<file path="config.mk">
export PLATFORM = sky130hd
export DESIGN_NAME = muller_c_seq_arbiter
export DESIGN_NICKNAME = d
export VERILOG_FILES = /design/src/rtl/muller_c_pkg.sv /design/src/rtl/muller_c_sync.sv /design/src/rtl/muller_c_seq_arbiter.sv
export SDC_FILE = /design/constraint.sdc
export NUM_CORES = 1
export LEC_CHECK = 0
export ABC_AREA = 1
export CORE_MARGIN = 2
export CORE_UTILIZATION = 25
export DETAILED_ROUTE_END_ITERATION = 8
export HOLD_SLACK_MARGIN = 0.08
export PLACE_DENSITY_LB_ADDON = 0.12
export REMOVE_ABC_BUFFERS = 1
export SLEW_MARGIN = 20
export SYNTH_ARGS = -nofsm -noshare
export SYNTH_HDL_FRONTEND = slang
export SYNTH_SLANG_ARGS = --single-unit
</file>
<file path="constraint.sdc">
create_clock -name clock -period 2.9 [get_ports clock]
set_input_delay 0.29 -clock clock [delete_from_list [all_inputs] [get_ports clock]]
set_output_delay 0.29 -clock clock [all_outputs]
set_load 0.005 [all_outputs]
</file>
<file path="src/rtl/muller_c_pkg.sv">
// Shared types for the Muller C-element sequencer: FSM state encoding and error codes.
package muller_c_pkg;

    typedef enum logic [2:0] {
        IDLE,
        SET_A,
        SET_B,
        CLR,
        FIN,
        ERR
    } state_e;

    localparam logic [1:0] ERR_NONE    = 2'd0;
    localparam logic [1:0] ERR_HOLD    = 2'd1;
    localparam logic [1:0] ERR_RISE_TO = 2'd2;
    localparam logic [1:0] ERR_FALL_TO = 2'd3;

endpackage

</file>
<file path="src/rtl/muller_c_sync.sv">
// Multi-flop synchronizer for a single asynchronous input, async active-low reset.
module muller_c_sync #(
    parameter int unsigned STAGES = 2
) (
    input  logic clock,
    input  logic reset_n,
    input  logic d,
    output logic q
);

    logic [STAGES-1:0] chain_q;

    always_ff @(posedge clock or negedge reset_n) begin
        if (!reset_n) begin
            chain_q <= '0;
        end else begin
            chain_q <= {chain_q[STAGES-2:0], d};
        end
    end

    assign q = chain_q[STAGES-1];

endmodule

</file>
<file path="src/rtl/muller_c_seq_arbiter.sv">
// Round-robin sequencer sharing one Muller C-element: drives a 4-phase RTZ cycle on c_a/c_b,
// checks the hold property and reports done/err per granted transaction.
module muller_c_seq_arbiter
    import muller_c_pkg::*;
#(
    parameter int unsigned NUM_REQ     = 2,
    parameter int unsigned SYNC_STAGES = 2,
    parameter int unsigned TO_W        = 8,
    parameter int unsigned HOLD_CYC    = 4
) (
    input  logic               clock,
    input  logic               reset_n,
    input  logic [NUM_REQ-1:0] req,
    input  logic [TO_W-1:0]    timeout_lim,
    input  logic               c_q,
    output logic [NUM_REQ-1:0] gnt,
    output logic               c_a,
    output logic               c_b,
    output logic               busy,
    output logic               done,
    output logic               err,
    output logic [1:0]         err_code
);

    localparam int unsigned IDX_W  = $clog2(NUM_REQ);
    localparam int unsigned HOLD_W = $clog2(HOLD_CYC + 1);

    // First set request at or after ptr, wrapping; descending scan so the smallest offset wins.
    function automatic logic [IDX_W-1:0] rr_pick(input logic [NUM_REQ-1:0] r,
                                                 input logic [IDX_W-1:0]   ptr);
        logic [IDX_W-1:0] pick;
        int unsigned      k;
        pick = '0;
        for (int i = NUM_REQ - 1; i >= 0; i--) begin
            k = int'(ptr) + i;
            if (k >= NUM_REQ) begin
                k = k - NUM_REQ;
            end
            if (r[k]) begin
                pick = k[IDX_W-1:0];
            end
        end
        return pick;
    endfunction

    function automatic logic [IDX_W-1:0] next_ptr(input logic [IDX_W-1:0] idx);
        return (idx == IDX_W'(NUM_REQ - 1)) ? '0 : idx + IDX_W'(1);
    endfunction

    state_e             state_q, state_d;
    logic [NUM_REQ-1:0] gnt_q, gnt_d;
    logic [IDX_W-1:0]   idx_q, idx_d;
    logic [IDX_W-1:0]   rr_q, rr_d;
    logic [TO_W-1:0]    cnt_q, cnt_d;
    logic [HOLD_W-1:0]  hold_q, hold_d;
    logic               ca_q, ca_d;
    logic               cb_q, cb_d;
    logic               done_q, done_d;
    logic               err_q, err_d;
    logic [1:0]         code_q, code_d;
    logic               q_s;
    logic               to_hit;

    muller_c_sync #(
        .STAGES (SYNC_STAGES)
    ) u_sync (
        .clock   (clock),
        .reset_n (reset_n),
        .d       (c_q),
        .q       (q_s)
    );

    // A zero limit disables the timeout; the compare is widened so a full-scale limit still hits.
    assign to_hit = (timeout_lim != '0) &&
                    (({1'b0, cnt_q} + (TO_W + 1)'(1)) >= {1'b0, timeout_lim});

    always_comb begin
        state_d = state_q;
        gnt_d   = gnt_q;
        idx_d   = idx_q;
        rr_d    = rr_q;
        code_d  = code_q;

        unique case (state_q)
            IDLE: begin
                if (|req) begin
                    idx_d   = rr_pick(req, rr_q);
                    gnt_d   = NUM_REQ'(1) << idx_d;
                    state_d = SET_A;
                end
            end
            SET_A: begin
                if (q_s) begin
                    state_d = ERR;
                    code_d  = ERR_HOLD;
                end else if (hold_q == HOLD_W'(HOLD_CYC - 1)) begin
                    state_d = SET_B;
                end
            end
            SET_B: begin
                if (q_s) begin
                    state_d = CLR;
                end else if (to_hit) begin
                    state_d = ERR;
                    code_d  = ERR_RISE_TO;
                end
            end
            CLR: begin
                if (!q_s) begin
                    state_d = FIN;
                end else if (to_hit) begin
                    state_d = ERR;
                    code_d  = ERR_FALL_TO;
                end
            end
            FIN: begin
                gnt_d   = '0;
                rr_d    = next_ptr(idx_q);
                state_d = IDLE;
            end
            ERR: begin
                if (!q_s) begin
                    gnt_d   = '0;
                    rr_d    = next_ptr(idx_q);
                    state_d = IDLE;
                end
            end
            default: begin
                gnt_d   = '0;
                state_d = IDLE;
            end
        endcase

        // Both counters restart on every state entry and saturate rather than wrap.
        if (state_d != state_q) begin
            cnt_d  = '0;
            hold_d = '0;
        end else begin
            cnt_d  = (&cnt_q) ? cnt_q : cnt_q + TO_W'(1);
            hold_d = (&hold_q) ? hold_q : hold_q + HOLD_W'(1);
        end

        ca_d   = (state_d == SET_A) || (state_d == SET_B);
        cb_d   = (state_d == SET_B);
        done_d = (state_d == FIN);
        err_d  = (state_d == ERR) && (state_q != ERR);
    end

    always_ff @(posedge clock or negedge reset_n) begin
        if (!reset_n) begin
            state_q <= IDLE;
            gnt_q   <= '0;
            idx_q   <= '0;
            rr_q    <= '0;
            cnt_q   <= '0;
            hold_q  <= '0;
            ca_q    <= 1'b0;
            cb_q    <= 1'b0;
            done_q  <= 1'b0;
            err_q   <= 1'b0;
            code_q  <= ERR_NONE;
        end else begin
            state_q <= state_d;
            gnt_q   <= gnt_d;
            idx_q   <= idx_d;
            rr_q    <= rr_d;
            cnt_q   <= cnt_d;
            hold_q  <= hold_d;
            ca_q    <= ca_d;
            cb_q    <= cb_d;
            done_q  <= done_d;
            err_q   <= err_d;
            code_q  <= code_d;
        end
    end

    assign gnt      = gnt_q;
    assign c_a      = ca_q;
    assign c_b      = cb_q;
    assign busy     = (state_q != IDLE);
    assign done     = done_q;
    assign err      = err_q;
    assign err_code = code_q;

endmodule
</file>
Word-level counts from Yosys, hierarchy flattened:

Cells that the tools add are included.

* word-level logic and storage cells: 101
* output and inout port bits: 9
* register bits after elaboration: 26

* add/subtract/negate cells: 7
* multiplexer cells: 38
* reductions and logical operators: 16
* eq/ne operators: 21
* shift-type cells: 1
* bitwise logic cells: 1
* magnitude comparators: 5

Operators with widths (count)
* $mux W32: 6
* $lt A32 B2 Y1 const B: 2
* $mux W3: 9
* $mux W8: 2
* $pmux W3 S5: 1
* $mux W2: 7
* $ne A2 B2 Y1 const B: 7
* $eq A3 B2 Y1 const B: 4
* $eq A3 B3 Y1 const B: 4
* $pmux W2 S3: 2
* $mux W1: 10
* $add A8 B1 Y9 const B: 1
* $ge A9 B8 Y1: 1
* $add A8 B1 Y8 const B: 1
* $reduce_and A8 Y1: 1
* $reduce_bool A8 Y1: 1
* $eq A3 B1 Y1 const B: 2
* $reduce_and A3 Y1: 2
* $reduce_and A6 Y1: 1
* $reduce_bool A3 Y1: 2
* $ne A2 B1 Y1 const B: 2
* $reduce_and A2 Y1: 2
* $add A3 B1 Y3 const B: 1
* $logic_not A3 Y1: 1
* 16 further kinds: 17

Longest topological paths before layout:

* depth after elaboration: 14
* mapped depth: 20

Modules after synthesis:

A second synthesis with hierarchy kept.

* cells, all modules: 179
* area total of the unflattened synthesis: 1544.0 sq um

Modules (own cells, without submodules)
* muller_c_seq_arbiter: area an instance 1493.9 sq um, cells each 177, instances 1, seq. area each 600.6 sq um
* muller_c_sync: area an instance 50.0 sq um, cells each 2, instances 1, seq. area each 50.0 sq um

Worst setup path after synthesis:

No wires, ideal clock.

* kind: register to register
* from: register cnt_q[0]
* to: register hold_q[2]
* stages on the path, launching flop included: 21
* clock period less this slack: 2.213 ns
* setup time: 0.069 ns
* setup slack: 0.687 ns
* arrival: 2.144 ns
* cell sequence: dfrtp_1 > ha_1 > nand3_2 > xnor2_1 > ha_1 > nand2_1 > inv_1 > nand2_1 > nand3_1 > nand2_1 > nand2_1 > nand2_1 > nand2_2 > nand2_2 > nand2_2 > nand2_2 > nand2_2 > nand2_2 > nand3_2 > buf_6 > nor2_2

* longest elaborated chain between the ends: 8

Ends and longest elaborated chain
* start: declaration: line muller_c_seq_arbiter.sv:54 `logic [TO_W-1:0] cnt_q, cnt_d;`
* start signal: assignment: line muller_c_seq_arbiter.sv:167 `cnt_q <= cnt_d;`
* $add A8 B1 Y9 (*): line muller_c_seq_arbiter.sv:75 `(({1'b0, cnt_q} + (TO_W + 1)'(1)) >= {1'b0, timeout_lim});`
* $ge A9 B8 Y1 (*): line muller_c_seq_arbiter.sv:75
* $logic_and A1 B1 Y1 (*): line muller_c_seq_arbiter.sv:74 `assign to_hit = (timeout_lim != '0) &&`
* $mux W3 (*): line muller_c_seq_arbiter.sv:103, muller_c_seq_arbiter.sv:111
* $mux W3, on equally long branches: line muller_c_seq_arbiter.sv:109, muller_c_seq_arbiter.sv:101
* $pmux W3 S5 (*): line muller_c_seq_arbiter.sv:84 `unique case (state_q)`
* net state_d[0]: line muller_c_seq_arbiter.sv:50 `state_e state_q, state_d;`
* $ne A3 B3 Y1 (*): line muller_c_seq_arbiter.sv:135 `if (state_d != state_q) begin`
* $ne A2 B2 Y1 (no line) or $mux W3 (tied branches)
* end signal: assignment: line muller_c_seq_arbiter.sv:168 `hold_q <= hold_d;`
* end: declaration: line muller_c_seq_arbiter.sv:55 `logic [HOLD_W-1:0] hold_q, hold_d;`

Mark *: on every way through the listed nets, which the timed path passes. The rest lies on a longest branch.
A chain may end at the register's enable or synchronous reset.

Worst setup path in the final report:

* from: register cnt_q[0]
* to: register cnt_q[1]

* longest elaborated chain between the ends: 8

Ends and longest elaborated chain (line)
* $add A8 B1 Y9 (*): muller_c_seq_arbiter.sv:75
* $ge A9 B8 Y1 (*): muller_c_seq_arbiter.sv:75
* $logic_and A1 B1 Y1 (*): muller_c_seq_arbiter.sv:74
* $mux W3 (*): muller_c_seq_arbiter.sv:103, muller_c_seq_arbiter.sv:111
* $mux W3, on equally long branches: muller_c_seq_arbiter.sv:109, muller_c_seq_arbiter.sv:101
* $pmux W3 S5 (*): muller_c_seq_arbiter.sv:84
* net state_d[2]: muller_c_seq_arbiter.sv:50
* $ne A3 B3 Y1 (*): muller_c_seq_arbiter.sv:135
* $ne A2 B2 Y1 (no line) or $mux W8 (tied branches)

Mark *: on every way through the listed nets, which the timed path passes. The rest lies on a longest branch. The select of a mux whose other input is x is not followed.

==> summary.md <==
| Metric | Value |
|---|---|
| Fin crit share | `89.3%` |
| Critical-path cell list | `ha_1, nand3_2, xnor2_1, ha_1, nand2_1, inv_1, nand2_1, nand3_1, nand2_1, nand2_1, nand2_1, nand2_2, nand3_1, nand2_1, a21oi_2, nand3_2, nor2_2` |
| Yosys cell types | `22` |
| Clock latency on the worst-skew pair | `0.27 ns` |
| Max clock buf depth | `2` |
| Vert. Die Dim | `82.4 um` |
| Predominant post-synthesis flop cell | `dfrtp_1` |
| Io pins | `22` |
| Area share of the largest cell type after synthesis | `42.3%` |
| DRC Markers | `0` |
| Ys Warns | `0` |
| CTS tree | `yes` |
| DRT antenna net count | `0` |
| Area of the multi-input gates | `761 sq um` |
| Number of CTS-inserted buffers | `3` |
| Seq/Total Area, Yosys | `a little over two fifths` |
| Fin nets | `237` |
| Critical path arrival | `2.80 ns` |
| Post-synth ARST share | `100%` |
| Pre-Repair DR Iteration Count | `4` |
| Gr ovfl total | `0` |
| Post-Route WL | `3000 um` |
| Worst Clk Skew | `approximately 0.0052 ns` |
| IR drop worst, VDD | `0.254 mV` |
| Routed WL per cell | `~10 um` |
| Count leader, synth | `inv_1` |
| Port bufs | `21` |
| HPWL Detailed | `2340 um` |
| Util after Layout | `32.4%` |
| Die area | `6790 sq um` |
| Mapped Area | `1540 sq um` |
| Vias post-DR | `1181` |
| CP top delay family | `simple AND/OR/NAND/NOR gates` |
| EDFF count, synth | `0` |
| Most frequent CP cell | `nand2_1` |
| Startpoint types | `flop` |
| FF/Latch Area | `651 sq um` |
| Postcts setup bufs | `0` |
| Leakage | `0.996 nW` |
| Clk slew on worst S/H paths | `roughly 0.090 ns` |
| Max Slew Vio Count | `0` |
| Crit Path Max Fanout | `5` |
| Fmax | `386 MHz` |
| WP buf/inv | `1` |
| Area leader, netlist | `dfrtp_1` |
| Non-filler instance count after layout | `286` |
| Worst hold-check path type | `flop to flop` |
| Inst Count DP | `281` |
| Iter 0 DRT Violations | `54` |
| RSZ-0062 raised after global routing | `false` |
| Final Setup Violations | `0` |
| Fill count | `~630` |
| Largest net degree at the start of global routing | `27` |
| Synth top area cells | `dfrtp_1 42%, ha_1 9.8%, inv_1 7.3%, nand2_1 6.6%, nor2_1 6.6%` |
| Final min period | `approximately 2.6 ns` |
| Setup TNS | `0 ns` |
| Layout cells sized above 1 | `13.7%` |
| H-tree Lvls | `1` |
| Synthesis-stage register bit count | `26` |
| Initial antenna violation count | `0` |
| Mapped Avg Cell Area | `8.26 sq um` |
| Via density | `just over 4` |
| CTS Root Buffer Type | `clkbuf_8` |
| CP max-delay cell | `dfrtp_1` |
| CP required | `~3.1 ns` |
| Die X | `82.4 um` |
| Worst relative slew slack | `between 60 and 70%` |
| Total global-route track usage | `around 10%` |
| ANT cells | `0` |
| WHS | `0.362 ns` |
| Number of global-route vias before repair | `1215` |
| Max Cap Violations | `0` |
| Global-route wire length before repair | `5300 um` |
| Site row count | `28` |
| Syn Inst Count | `186` |
| Status | `finished clean` |
| List of most frequent post-synthesis cells | `30 x inv_1, 27 x nand2_1, 27 x nor2_1, 26 x dfrtp_1` |
| Core box area | `about 5900 sq um` |
| Endpoints failing hold | `0` |
| Clk sinks | `26` |
| Slew @ Worst Pin | `0.521 ns` |
| GPL Wtd Cong | `0.749` |
| Crit Path Category | `flop to flop` |
| Worst setup EP type | `flop` |
| Initial Utilization | `26.0%` |
| Layout area overhead | `24.8%` |
| Max incr delay on CP | `0.41 ns` |
| Pwr dens | `724 nW/um^2` |
cell families (layout without fill, tap and decap cells):
kind of cell / Yosys count / count (layout) / share of synthesized area, %
buffers and inverters: 34 / 58 / 9.53
flip-flops: 26 / 26 / 42.3
multiplexers: 2 / 2 / 1.30
XOR/XNOR: 8 / 8 / 4.56
adder cells (fa/ha/maj): 12 / 12 / 9.77
AO/OA/AOI/OAI: 15 / 15 / 5.13
AND/OR/NAND/NOR: 89 / 90 / 27.4
layout make-up:
class                   count  share of cell area (%)
well taps                  75                    4.89
repair buffers             23                    11.7
inverters                  31                    6.07
clock buffers               3                    2.15
multi-input cells         127                    39.7
flip-flops and latches     26                    33.9
clock inverters             1                    1.57
metrics by stage:
stage,setup slack [ns],instance area (sq um),power [W]
CTS,0.177,1900,0.00138
finish,0.309,1920,0.00139
detailed placement,0.223,1830,0.00107
floorplan,0.599,1510,0.000868
global route,0.0468,1920,0.00153
global placement,0.163,1830,0.00107
cells in the final DEF, fill, tap and decap left out, drive strengths merged, types with 2 or more instances in the layout:
cell           instances
dfrtp                 26
nand3b                 2
o21ai                  6
mux2i                  2
buf                    2
ha                    12
xor2                   6
nor4                   3
nor2                  39
nand3                 12
a21oi                  7
nand2                 33
clkbuf                 3
inv                   31
clkdlybuf4s50         21
xnor2                  2
flip-flops by register name, summed over array words and instances (netlist names):
signal and flops:
cnt_q 8, hold_q 3, state_q 3, err_code 2, gnt 2, u_sync.chain_q 2, c_a 1, c_b 1
done 1, err 1, idx_q 1, rr_q 1
where the power goes:
part / switching [W] / internal (W) / total (W)
Sequential: 0.0000621 / 0.000450 / 0.000512
Clock: 0.000117 / 0.000185 / 0.000302
Combinational: 0.000337 / 0.000238 / 0.000576
layer usage:
metal | wire, um | GRT usage, % | up-vias
met5 | 0 | 0 | -
met4 | 23 | 2.50 | 0
met3 | 110 | 2.93 | 2
met2 | 1450 | 18.3 | 13
met1 | 1410 | 11.7 | 533
li1 | - | - | 633
path summary, 6_finish.rpt:
check	startpoint	endpoint	slack [ns]	depth (start not counted)
max	cnt_q[0]$_DFFE_PN0P_	cnt_q[1]$_DFFE_PN0P_	0.31	17
min	u_sync.chain_q[0]$_DFF_PN0_	u_sync.chain_q[1]$_DFF_PN0_	0.36	0
max reg2reg	cnt_q[0]$_DFFE_PN0P_	cnt_q[1]$_DFFE_PN0P_	0.31	17
min reg2reg	u_sync.chain_q[0]$_DFF_PN0_	u_sync.chain_q[1]$_DFF_PN0_	0.36	0
max in group asynchronous	reset_n	rr_q$_DFFE_PN0P_	2.26	2
min in group asynchronous	reset_n	cnt_q[6]$_DFFE_PN0P_	0.38	2
worst register-to-register path, stage by stage (launching register included):
cell     delay [ns]
dfrtp_1        0.41
ha_1           0.22
nand3_2        0.11
xnor2_1        0.22
ha_1           0.28
nand2_1        0.07
inv_1          0.04
nand2_1        0.06
nand3_1        0.10
nand2_1        0.07
nand2_1        0.05
nand2_1        0.07
nand2_2        0.06
nand3_1        0.07
nand2_1        0.12
a21oi_2        0.26
nand3_2        0.21
nor2_2         0.12
what timing repair did:
action	in CTS	in global routing
resized for setup	0	2
hold buffers	0	0
setup endpoints to repair	0	11
endpoints found under the hold margin	0	0
(Power assumes the default switching activity.)
